--- config.mk ---
export PLATFORM = sky130hd
export DESIGN_NAME = dogx_output_serializer_flat
export DESIGN_NICKNAME = d
export VERILOG_FILES = /design/src/rtl/dogx_ser_pkg.sv /design/src/rtl/dogx_output_serializer_if.sv /design/src/rtl/dogx_ser_lane_shifter.sv /design/src/rtl/dogx_output_serializer.sv /design/src/flat_wrapper.sv
export SDC_FILE = /design/constraint.sdc
export NUM_CORES = 1
export LEC_CHECK = 0
export ABC_AREA = 1
export CAP_MARGIN = 20
export CELL_PAD_IN_SITES_DETAIL_PLACEMENT = 1
export CELL_PAD_IN_SITES_GLOBAL_PLACEMENT = 1
export CORE_ASPECT_RATIO = 1.75
export CORE_MARGIN = 2
export CORE_UTILIZATION = 42
export CTS_BUF_LIST = sky130_fd_sc_hd__clkbuf_4
export CTS_CLUSTER_DIAMETER = 80
export DETAILED_ROUTE_END_ITERATION = 12
export GPL_ROUTABILITY_DRIVEN = 0
export PLACE_DENSITY_LB_ADDON = 0.1
export SLEW_MARGIN = 5
export SYNTH_ARGS = -nofsm -noshare
export SYNTH_HDL_FRONTEND = slang
export SYNTH_SLANG_ARGS = --single-unit
--- constraint.sdc ---
create_clock -name CLK_24M -period 4.09 [get_ports CLK_24M]
set_input_delay 0.818 -clock CLK_24M [delete_from_list [all_inputs] [get_ports CLK_24M]]
set_output_delay 0.818 -clock CLK_24M [all_outputs]
set_load 0.01 [all_outputs]
--- src/rtl/dogx_ser_pkg.sv ---
// dogx_ser_pkg: shared frame types, sizes and the frame-word packer (DOGX_SER_PARITY_EN selects parity framing)
package dogx_ser_pkg;
  typedef enum logic [1:0] {IDLE, ARMED, SHIFT} ser_state_t;
  localparam int FRAME_BITS = 16;
  localparam int BITS_PER_LANE = 8;
`ifdef DOGX_SER_PARITY_EN
  localparam int CNT_W = 3;
`else
  localparam int CNT_W = 4;
`endif
  function automatic logic [FRAME_BITS-1:0] pack_frame(input logic alpha, input logic [FRAME_BITS-6:0] data, input logic [3:0] cnt);
`ifdef DOGX_SER_PARITY_EN
    logic [FRAME_BITS-1:0] w;
    w = {alpha, data, cnt[2:0], 1'b0};
    w[0] = ^w[FRAME_BITS-1:1];
    return w;
`else
    return {alpha, data, cnt};
`endif
  endfunction
endpackage

--- src/rtl/dogx_output_serializer_if.sv ---
// dogx_output_serializer_if: sample input and serial output bundle of the output serializer
interface dogx_output_serializer_if #(parameter int DATA_W = 11, parameter int N_LANES = 2);
  logic ser_en;
  logic enable_sampling_3M;
  logic [DATA_W-1:0] converter_output;
  logic alpha;
  logic sync_err_clr;
  logic [N_LANES-1:0] sdata;
  logic frame_sync;
  logic frame_active;
  logic sync_err;
  modport master (output ser_en, enable_sampling_3M, converter_output, alpha, sync_err_clr,
                  input sdata, frame_sync, frame_active, sync_err);
  modport slave (input ser_en, enable_sampling_3M, converter_output, alpha, sync_err_clr,
                 output sdata, frame_sync, frame_active, sync_err);
endinterface

--- src/rtl/dogx_ser_lane_shifter.sv ---
// dogx_ser_lane_shifter: one lane's load/shift register, MSB on the serial output
module dogx_ser_lane_shifter #(parameter int W = 8) (
  input  logic clk,
  input  logic rst,
  input  logic load,
  input  logic clr,
  input  logic shift,
  input  logic [W-1:0] din,
  output logic sout
);
  logic [W-1:0] sr_d, sr_q;
  // load wins over clear, clear over shift
  always_comb sr_d = load ? din : clr ? '0 : shift ? {sr_q[W-2:0], 1'b0} : sr_q;
  // lane register
  always_ff @(posedge clk)
    if (rst) sr_q <= '0;
    else sr_q <= sr_d;
  assign sout = sr_q[W-1];
endmodule

--- src/rtl/dogx_output_serializer.sv ---
// dogx_output_serializer: packs strobed samples into 16-bit frames and streams them on serial lanes (DOGX_SER_PARITY_EN adds parity)
module dogx_output_serializer #(
  parameter int DATA_W = 11,
  parameter int N_LANES = 2,
  parameter int BITS_PER_LANE = 8
) (
  input logic CLK_24M,
  input logic reset,
  dogx_output_serializer_if.slave bus
);
  import dogx_ser_pkg::*;
  localparam int BW = $clog2(BITS_PER_LANE);
  if (1 + DATA_W + 4 != N_LANES * BITS_PER_LANE || N_LANES * BITS_PER_LANE != FRAME_BITS) begin : g_bad_cfg
    $error("dogx_output_serializer: frame width does not match lane geometry");
  end
  ser_state_t state_d, state_q;
  logic [BW-1:0] bit_cnt_d, bit_cnt_q;
  logic [CNT_W-1:0] frame_cnt_d, frame_cnt_q;
  logic sync_err_d, sync_err_q, frame_sync_q, frame_active_q;
  logic load, clr, last;
  logic [FRAME_BITS-1:0] word;
  logic [N_LANES-1:0] sdata;
  assign word = pack_frame(bus.alpha, bus.converter_output, 4'(frame_cnt_q));
  assign last = bit_cnt_q == BW'(BITS_PER_LANE - 1);
  // next-state: a strobe mid-frame resyncs and flags, a strobe at the last bit chains gaplessly
  always_comb begin
    state_d = state_q;
    bit_cnt_d = bit_cnt_q;
    frame_cnt_d = frame_cnt_q;
    sync_err_d = sync_err_q & ~bus.sync_err_clr;
    load = 1'b0;
    clr = 1'b0;
    case (state_q)
      IDLE: state_d = bus.ser_en ? ARMED : IDLE;
      ARMED:
        if (!bus.ser_en) state_d = IDLE;
        else load = bus.enable_sampling_3M;
      default:
        if (!last) begin
          load = bus.enable_sampling_3M;
          sync_err_d = sync_err_d | bus.enable_sampling_3M;
          bit_cnt_d = bit_cnt_q + BW'(1);
        end else if (bus.enable_sampling_3M && bus.ser_en) load = 1'b1;
        else begin
          clr = 1'b1;
          state_d = bus.ser_en ? ARMED : IDLE;
        end
    endcase
    if (load) begin
      state_d = SHIFT;
      bit_cnt_d = '0;
      frame_cnt_d = frame_cnt_q + CNT_W'(1);
    end
    if (state_d == IDLE) frame_cnt_d = '0;
  end
  // state, counters and registered status outputs
  always_ff @(posedge CLK_24M)
    if (reset) begin
      state_q <= IDLE;
      bit_cnt_q <= '0;
      frame_cnt_q <= '0;
      sync_err_q <= 1'b0;
      frame_sync_q <= 1'b0;
      frame_active_q <= 1'b0;
    end else begin
      state_q <= state_d;
      bit_cnt_q <= bit_cnt_d;
      frame_cnt_q <= frame_cnt_d;
      sync_err_q <= sync_err_d;
      frame_sync_q <= load;
      frame_active_q <= state_d == SHIFT;
    end
  for (genvar i = 0; i < N_LANES; i++) begin : g_lane
    dogx_ser_lane_shifter #(.W(BITS_PER_LANE)) u_lane (
      .clk(CLK_24M),
      .rst(reset),
      .load(load),
      .clr(clr),
      .shift(state_q == SHIFT),
      .din(word[FRAME_BITS-1-i*BITS_PER_LANE -: BITS_PER_LANE]),
      .sout(sdata[i])
    );
  end
  assign bus.sdata = sdata;
  assign bus.frame_sync = frame_sync_q;
  assign bus.frame_active = frame_active_q;
  assign bus.sync_err = sync_err_q;
endmodule
--- src/flat_wrapper.sv ---
// flat-port wrapper written by rule: the top's interface ports become plain ports
module dogx_output_serializer_flat import dogx_ser_pkg::*;
#(
  parameter int DATA_W = 11,
  parameter int N_LANES = 2,
  parameter int BITS_PER_LANE = 8
)
  (CLK_24M, reset, bus_ser_en, bus_enable_sampling_3M, bus_converter_output, bus_alpha, bus_sync_err_clr, bus_sdata, bus_frame_sync, bus_frame_active, bus_sync_err);
  dogx_output_serializer_if #(.DATA_W(DATA_W), .N_LANES(N_LANES)) bus_i ();
  input logic CLK_24M;
  input logic reset;
  input wire logic [$bits(bus_i.ser_en)-1:0] bus_ser_en;
  input wire logic [$bits(bus_i.enable_sampling_3M)-1:0] bus_enable_sampling_3M;
  input wire logic [$bits(bus_i.converter_output)-1:0] bus_converter_output;
  input wire logic [$bits(bus_i.alpha)-1:0] bus_alpha;
  input wire logic [$bits(bus_i.sync_err_clr)-1:0] bus_sync_err_clr;
  output wire logic [$bits(bus_i.sdata)-1:0] bus_sdata;
  output wire logic [$bits(bus_i.frame_sync)-1:0] bus_frame_sync;
  output wire logic [$bits(bus_i.frame_active)-1:0] bus_frame_active;
  output wire logic [$bits(bus_i.sync_err)-1:0] bus_sync_err;
  assign bus_i.ser_en = bus_ser_en;
  assign bus_i.enable_sampling_3M = bus_enable_sampling_3M;
  assign bus_i.converter_output = bus_converter_output;
  assign bus_i.alpha = bus_alpha;
  assign bus_i.sync_err_clr = bus_sync_err_clr;
  assign bus_sdata = bus_i.sdata;
  assign bus_frame_sync = bus_i.frame_sync;
  assign bus_frame_active = bus_i.frame_active;
  assign bus_sync_err = bus_i.sync_err;
  dogx_output_serializer #(.DATA_W(DATA_W), .N_LANES(N_LANES), .BITS_PER_LANE(BITS_PER_LANE)) u_core (.CLK_24M(CLK_24M), .reset(reset), .bus(bus_i));
endmodule
==> impl_metrics.env <==
export IMPL_status="finished, final reports clean"
export IMPL_design_power_total_mw=0.646
export IMPL_wl_per_cell_um=12.4
export IMPL_dieArea_mm2=0.00404
export IMPL_ys_seq_elements=28
export IMPL_cts_made_buffers=3
export IMPL_fin_setup_tns_ns=0
export IMPL_leakage_nw=0.771
export IMPL_arrival_ns=2.73
export IMPL_avgSynthCellArea_um2=6.77
export IMPL_antenna_cells=0
export IMPL_tritoncts="yes"
export IMPL_ctsHoldBuffers=0
export IMPL_grt_pass1_wl_um=6000
export IMPL_drt_iter0_markers=36
export IMPL_critPathTopFamily="simple AND/OR/NAND/NOR gates"
export IMPL_synth_top_area_share_pct=37.8
export IMPL_hold_end="u_core.bus.sync_err"
export IMPL_cts_max_path_buffers=2
export IMPL_cts_resized=0
export IMPL_hold_path_depth=2
export IMPL_worstSetupPathType="input pin to flop"
export IMPL_reg2regPathDepth=7
export IMPL_grt_pass1_vias=1392
export IMPL_row_count=28
export IMPL_cp_slowest_cell="nand4_1"
export IMPL_final_cell_area_mm2=0.00172
export IMPL_fin_util_pct=51.2
export IMPL_yosysSeqAreaShare_pct=37.8
export IMPL_synthToLayoutAreaGrowth_pct=16.0
export IMPL_timing_critical_path_required_ns=4.36
export IMPL_totalWireLength_um=3450
export IMPL_critical_path_reg2reg_endpoint="u_core.g_lane[1].u_lane.sr_q[6]"
export IMPL_dr_total_vias=1380
export IMPL_drv_cap=0
export IMPL_finalNetCount=255
export IMPL_grt_max_degree=34
export IMPL_fillCellCount=489
export IMPL_wl_met2_um=1890
export IMPL_htreeDepth=1
export IMPL_fin_ws_ns=1.63
export IMPL_layout_cells_non_filler=279
export IMPL_hold_slack_ns=0.480
export IMPL_core_region_area_mm2=0.00336
export IMPL_finalSetupViolCount=0
export IMPL_routed_top_layer="met4"
export IMPL_async_flop_share_pct=0
export IMPL_wl_met1_um=1470
export IMPL_grtUsageTotal_pct=18.9
export IMPL_min_period_over_period_pct=60.1
export IMPL_clock_sinks=28
export IMPL_crit_chain="clkdlybuf4s50_1 -> nand2_1 -> nand3_1 -> nand4_1 -> inv_1 -> nor2_1 -> nor2_1"
export IMPL_worst_slew_pin_slew_ns=0.587
export IMPL_netlist_top_cells_count="nand2_1, nor2_1, dfxtp_1"
export IMPL_placed_cells=275
export IMPL_synth_edff_count=0
export IMPL_crit_path_frequent_cell="nor2_1"
export IMPL_yosysWarningCount=0
export IMPL_antenna_found_initial=0
export IMPL_layout_min_cycle_time_ns=2.46
export IMPL_synth_flop_cell="dfxtp_1"
export IMPL_hold_class="flop to flop"
export IMPL_min_delay_start="u_core.bus.sync_err"
export IMPL_dpl_cell_area_mm2=0.00167
export IMPL_ys_types=27
export IMPL_yosysMostFrequentCell="nand2_1"
export IMPL_first_pass_iters=4
export IMPL_end_kind="flop"
export IMPL_cp_buffers_inverters=2
export IMPL_post_place_ws_ns=1.34
export IMPL_r2r_start="u_core.bit_cnt_q[0]"
export IMPL_clkTransAtPathRegs_ns=0.16
export IMPL_netlist_top_cell_by_area="dfxtp_1"
export IMPL_worstSkewPairLatency_ns=0.33
export IMPL_ios=22
export IMPL_syn_cell_area_mm2=0.00148
export IMPL_io_buffers=21
export IMPL_max_freq_mhz=407
export IMPL_syn_nets=239
export IMPL_regToRegSetupSlack_ns=1.88
export IMPL_finClkSkew_ns=0.0120
export IMPL_rsz0062_at_grt="false"
export IMPL_postCtsSetupBuffers=0
export IMPL_dp_hpwl_um=2660
export IMPL_overflow=0
export IMPL_worst_path_max_fanout=13
export IMPL_slew_viol_final=0
export IMPL_die_h_um=82.6
export IMPL_initial_utilization_pct=44.1
export IMPL_synthCells=219
export IMPL_vias_per_cell=4.95
export IMPL_synthTopCellsByArea="dfxtp_1, nand2_1, nor2_1"
export IMPL_max_slew_margin_pct=60.6
export IMPL_finalHoldViolCount=0
export IMPL_max_stage_delay_ns=0.55
export IMPL_power_per_cell_area_mw_per_mm2=376
export IMPL_drive_gt1_share_pct=8.12
export IMPL_wl_met3_um=63
export IMPL_peakVddDrop_uv=189
export IMPL_die_x_um=48.9
export IMPL_cp_start_kind="input pin"
export IMPL_drc=0
export IMPL_drtAntennaViolNets=0
export IMPL_cts_root_buf="clkbuf_4"
metal layers:
metal / global-route usage, % / vias to the layer above
met5: 0 / -
met4: 6.00 / 0
met3: 2.16 / 2
met2: 37.8 / 13
met1: 20.5 / 660
li1: - / 705
report_power, final:
part / leakage (nW) / switching, mW / internal [mW]
clock: 0.0279 / 0.0858 / 0.0991
sequential: 0.228 / 0.0117 / 0.297
combinational: 0.515 / 0.0899 / 0.0631
sequential cells by signal (all words and copies together), names as in the netlist:
signal	flops
u_core.g_lane.u_lane.sr_q	16
u_core.bus.sync_err	1
u_core.bit_cnt_q	3
u_core.frame_cnt_q	4
u_core.bus.frame_sync	1
u_core.state_q	2
u_core.bus.frame_active	1
layout make-up:
class / count / area [um2] / share of cell area [%]
multi-input cells: 157 / 751 / 43.6
repair buffers: 21 / 210 / 12.2
clock buffers: 3 / 22.5 / 1.31
clock inverters: 1 / 30.0 / 1.75
flip-flops and latches: 28 / 561 / 32.6
inverters: 24 / 90.1 / 5.24
well taps: 45 / 56.3 / 3.27
how the worst max path moves through the flow:
stage,startpoint,slack (ns),cells after the start,endpoint
after detailed placement,bus_enable_sampling_3M,1.34,7,u_core.g_lane[1].u_lane.sr_q[6]
after CTS,bus_enable_sampling_3M,1.66,7,u_core.g_lane[1].u_lane.sr_q[6]
after floorplan,bus_ser_en,2.43,7,u_core.g_lane[0].u_lane.sr_q[5]
after global routing,bus_enable_sampling_3M,1.42,7,u_core.g_lane[1].u_lane.sr_q[6]
final,bus_enable_sampling_3M,1.63,7,u_core.g_lane[1].u_lane.sr_q[6]
after global placement,bus_enable_sampling_3M,1.42,7,u_core.g_lane[0].u_lane.sr_q[7]
placed cells by master (no fill, tap or decap):
cell and n:
xor2_1 1, nand3_1 16, nand2_4 3, clkdlybuf4s50_1 21, bufinv_16 1, o21ai_0 1
nor2_4 2, nor2_1 32, nand2_8 1, o21ai_1 4, nand3b_1 1, nand2_1 72
dfxtp_1 28, nor3_1 3, ha_1 3, nor3_2 1, nor2_2 2, nand4_1 4
or2_1 1, clkbuf_4 3, a21oi_1 7, nand2_2 2, inv_1 19, inv_2 4
clkinv_1 1, xnor2_1 1
kinds of logic after synthesis:
kind of cell               synth area share [%]
buffers and inverters                      11.6
AOI/OAI and AO/OA                          4.05
DFF                                        37.8
xor gates and xnor gates                   1.18
adders and majority gates                  2.53
and+or+nand+nor                            42.9
worst register-to-register path: cells and delay by family (launching register included):
| kind | cells | cell delay, ns |
|---|---|---|
| and+or+nand+nor | 4 | 1.09 |
| adders and majority gates | 2 | 0.43 |
| DFF | 1 | 0.37 |
| buffers and inverters | 1 | 0.26 |
(Power assumes the default switching activity.)
==> edit, RTL diff (config.mk and constraints unchanged) <==
Change the package constant `CNT_W` from 4 to 6.
--- a/src/rtl/dogx_ser_pkg.sv
+++ b/src/rtl/dogx_ser_pkg.sv
@@ -6,7 +6,7 @@
 `ifdef DOGX_SER_PARITY_EN
   localparam int CNT_W = 3;
 `else
-  localparam int CNT_W = 4;
+  localparam int CNT_W = 6;
 `endif
   function automatic logic [FRAME_BITS-1:0] pack_frame(input logic alpha, input logic [FRAME_BITS-6:0] data, input logic [3:0] cnt);
 `ifdef DOGX_SER_PARITY_EN
Function: no difference found for any inputs over 10 cycles, from zero or initial values and one cycle with reset high; that may be too few to reach the edited logic, so the function may still have changed.
==> edit against the original RTL <==
- sequential share of layout area fell by 0.28 points
- critical path depth unchanged
- worst setup slack gained 0.17 ns
- non-clock buffer count is the same
- power fell by 9.2%
- sequential cell count did not move
- wire length up 1.2%
- final area grew 0.87%
- area after synthesis up 4.2%
- die area is 3.9% higher
- largest cell class unchanged
- highest routed layer unchanged
==> edit: results (changes against the original RTL) <==
| Metric | Value |
|---|---|
| Worst slew pin tran | 0.5515 ns (-0.03564 ns) |
| N_diodes | 0 (unchanged) |
| Synthesized net count | 242 (+1.3%) |
| Result of the run | finished, final reports clean |
| Slack of the worst reg-to-reg path | 2.08 ns (+0.20 ns) |
| Synth cell count leaders | nand2_1, nor2_1, dfxtp_1 |
| Worst hold path class | reg2reg |
| First-pass GRT wire length | 6.044 mm (+0.68%) |
| Maximum vdd drop | 0.2197 mV (+16%) |
| Share of layout cells above drive strength 1 | 0.1234 (+0.04221) |
| Sequential share of the synthesized area | 0.3628 (-0.01531) |
| Latest clock arrival within the worst-skew pair | 0.33 ns (about the same) |
| Synth Area in Compound Gates | 0.03887 (-0.001640) |
| Postcts setup bufs | 0 (unchanged) |
| Drt initial violations | 15 (-58%) |
| Post-DP HPWL | 2.744 mm (+3.0%) |
| Dominant cells by area after synthesis | dfxtp_1, nand2_1, nor2_1 |
| Via Count | 1381 (+0.072%) |
| Worst-path clk slew | 0.14 ns (-0.02 ns) |
| GR Util All Layers | 0.1839 (-0.005356) |
| WP data arrival | 2.57 ns (-0.16 ns) |
| Final #Nets | 257 (+0.78%) |
| Leak | 0.8034 nW (+4.3%) |
| Hold_ws | 0.4872 ns (+0.007226 ns) |
| Worst clock skew | 0.002436 ns (-0.009611 ns) |
| Maximum root-to-sink buffer count | 2 (unchanged) |
| Adder-Cell Fraction of Synth Area | 0.02429 (-0.001025) |
| Critical-path maximum fanout | 12 (-1) |
| Fill count | 486 (-0.61%) |
| Post-Synth XOR/XNOR Area | 0.01134 (-0.0004783) |
| Area post-placement | 1713 um^2 (+2.7%) |
| Wire per inst | 12.42 um (+0.47%) |
| Yosys cell types | 29 (+7.4%) |
| Largest net degree at the start of global routing | 35 (+2.9%) |
| Top_reg_cell synth | dfxtp_1 |
| Ys Warns | 0 (unchanged) |
## edit: changes by cell type after synthesis, sizes merged
cell and delta:
nand2 -1, nand3 +1, nor3 +1, nand4 -1, inv +2, clkbuf -1, buf +2
## edit: kinds of logic after synthesis
family | after synthesis
xor+xnor | 2
compound gates | 12
simple gates | 140
fa+ha+maj | 3
buf+inv | 37
flops | 28
## edit: critical path, cell delays in order
cell,delay [ns]
clkdlybuf4s50_1,0.51
nand2_1,0.10
nand3_1,0.36
nand4_2,0.41
inv_1,0.22
nor2_1,0.07
nor2_1,0.09
## edit: final cells by class
class	count	area share
inverters	26	0.05624
multi-input cells	157	0.4535
flip-flops and latches	28	0.3230
clock buffers	3	0.01298
repair buffers	21	0.1211
well taps	46	0.03317
## edit: through the flow
step	worst slack (ns)	std cells	utilization
floorplan	2.454	222	-
global placement	1.453	278	0.4768
detailed placement	1.407	278	0.4768
CTS	1.776	281	0.4831
global route	1.608	281	0.4831
finish	1.797	281	0.4831
## edit: worst paths after layout
| check | endpoint | depth (start not counted) |
|---|---|---|
| hold / removal | u_core.bus.sync_err | 2 |
| hold reg to reg | u_core.bus.sync_err | 2 |
| setup reg to reg | u_core.g_lane[0].u_lane.sr_q[6] | 7 |
| setup / recovery | u_core.g_lane[0].u_lane.sr_q[6] | 7 |
## edit: where the power goes
part           leakage (nW)  switching, W  total [W]  internal [W]
Clock                0.0138     0.0000817   0.000116     0.0000347
Combinational         0.562     0.0000938   0.000162     0.0000679
Sequential            0.228     0.0000116   0.000308      0.000297
## edit: per-layer routing
metal / up-vias / global-route usage / routed length [um]
met1: 653 / 0.1830 / 1293
li1: 707 / - / -
met2: 16 / 0.3709 / 2069
met4: 0 / 0.06061 / 51
met5: - / 0 / 0
met3: 5 / 0.02313 / 77
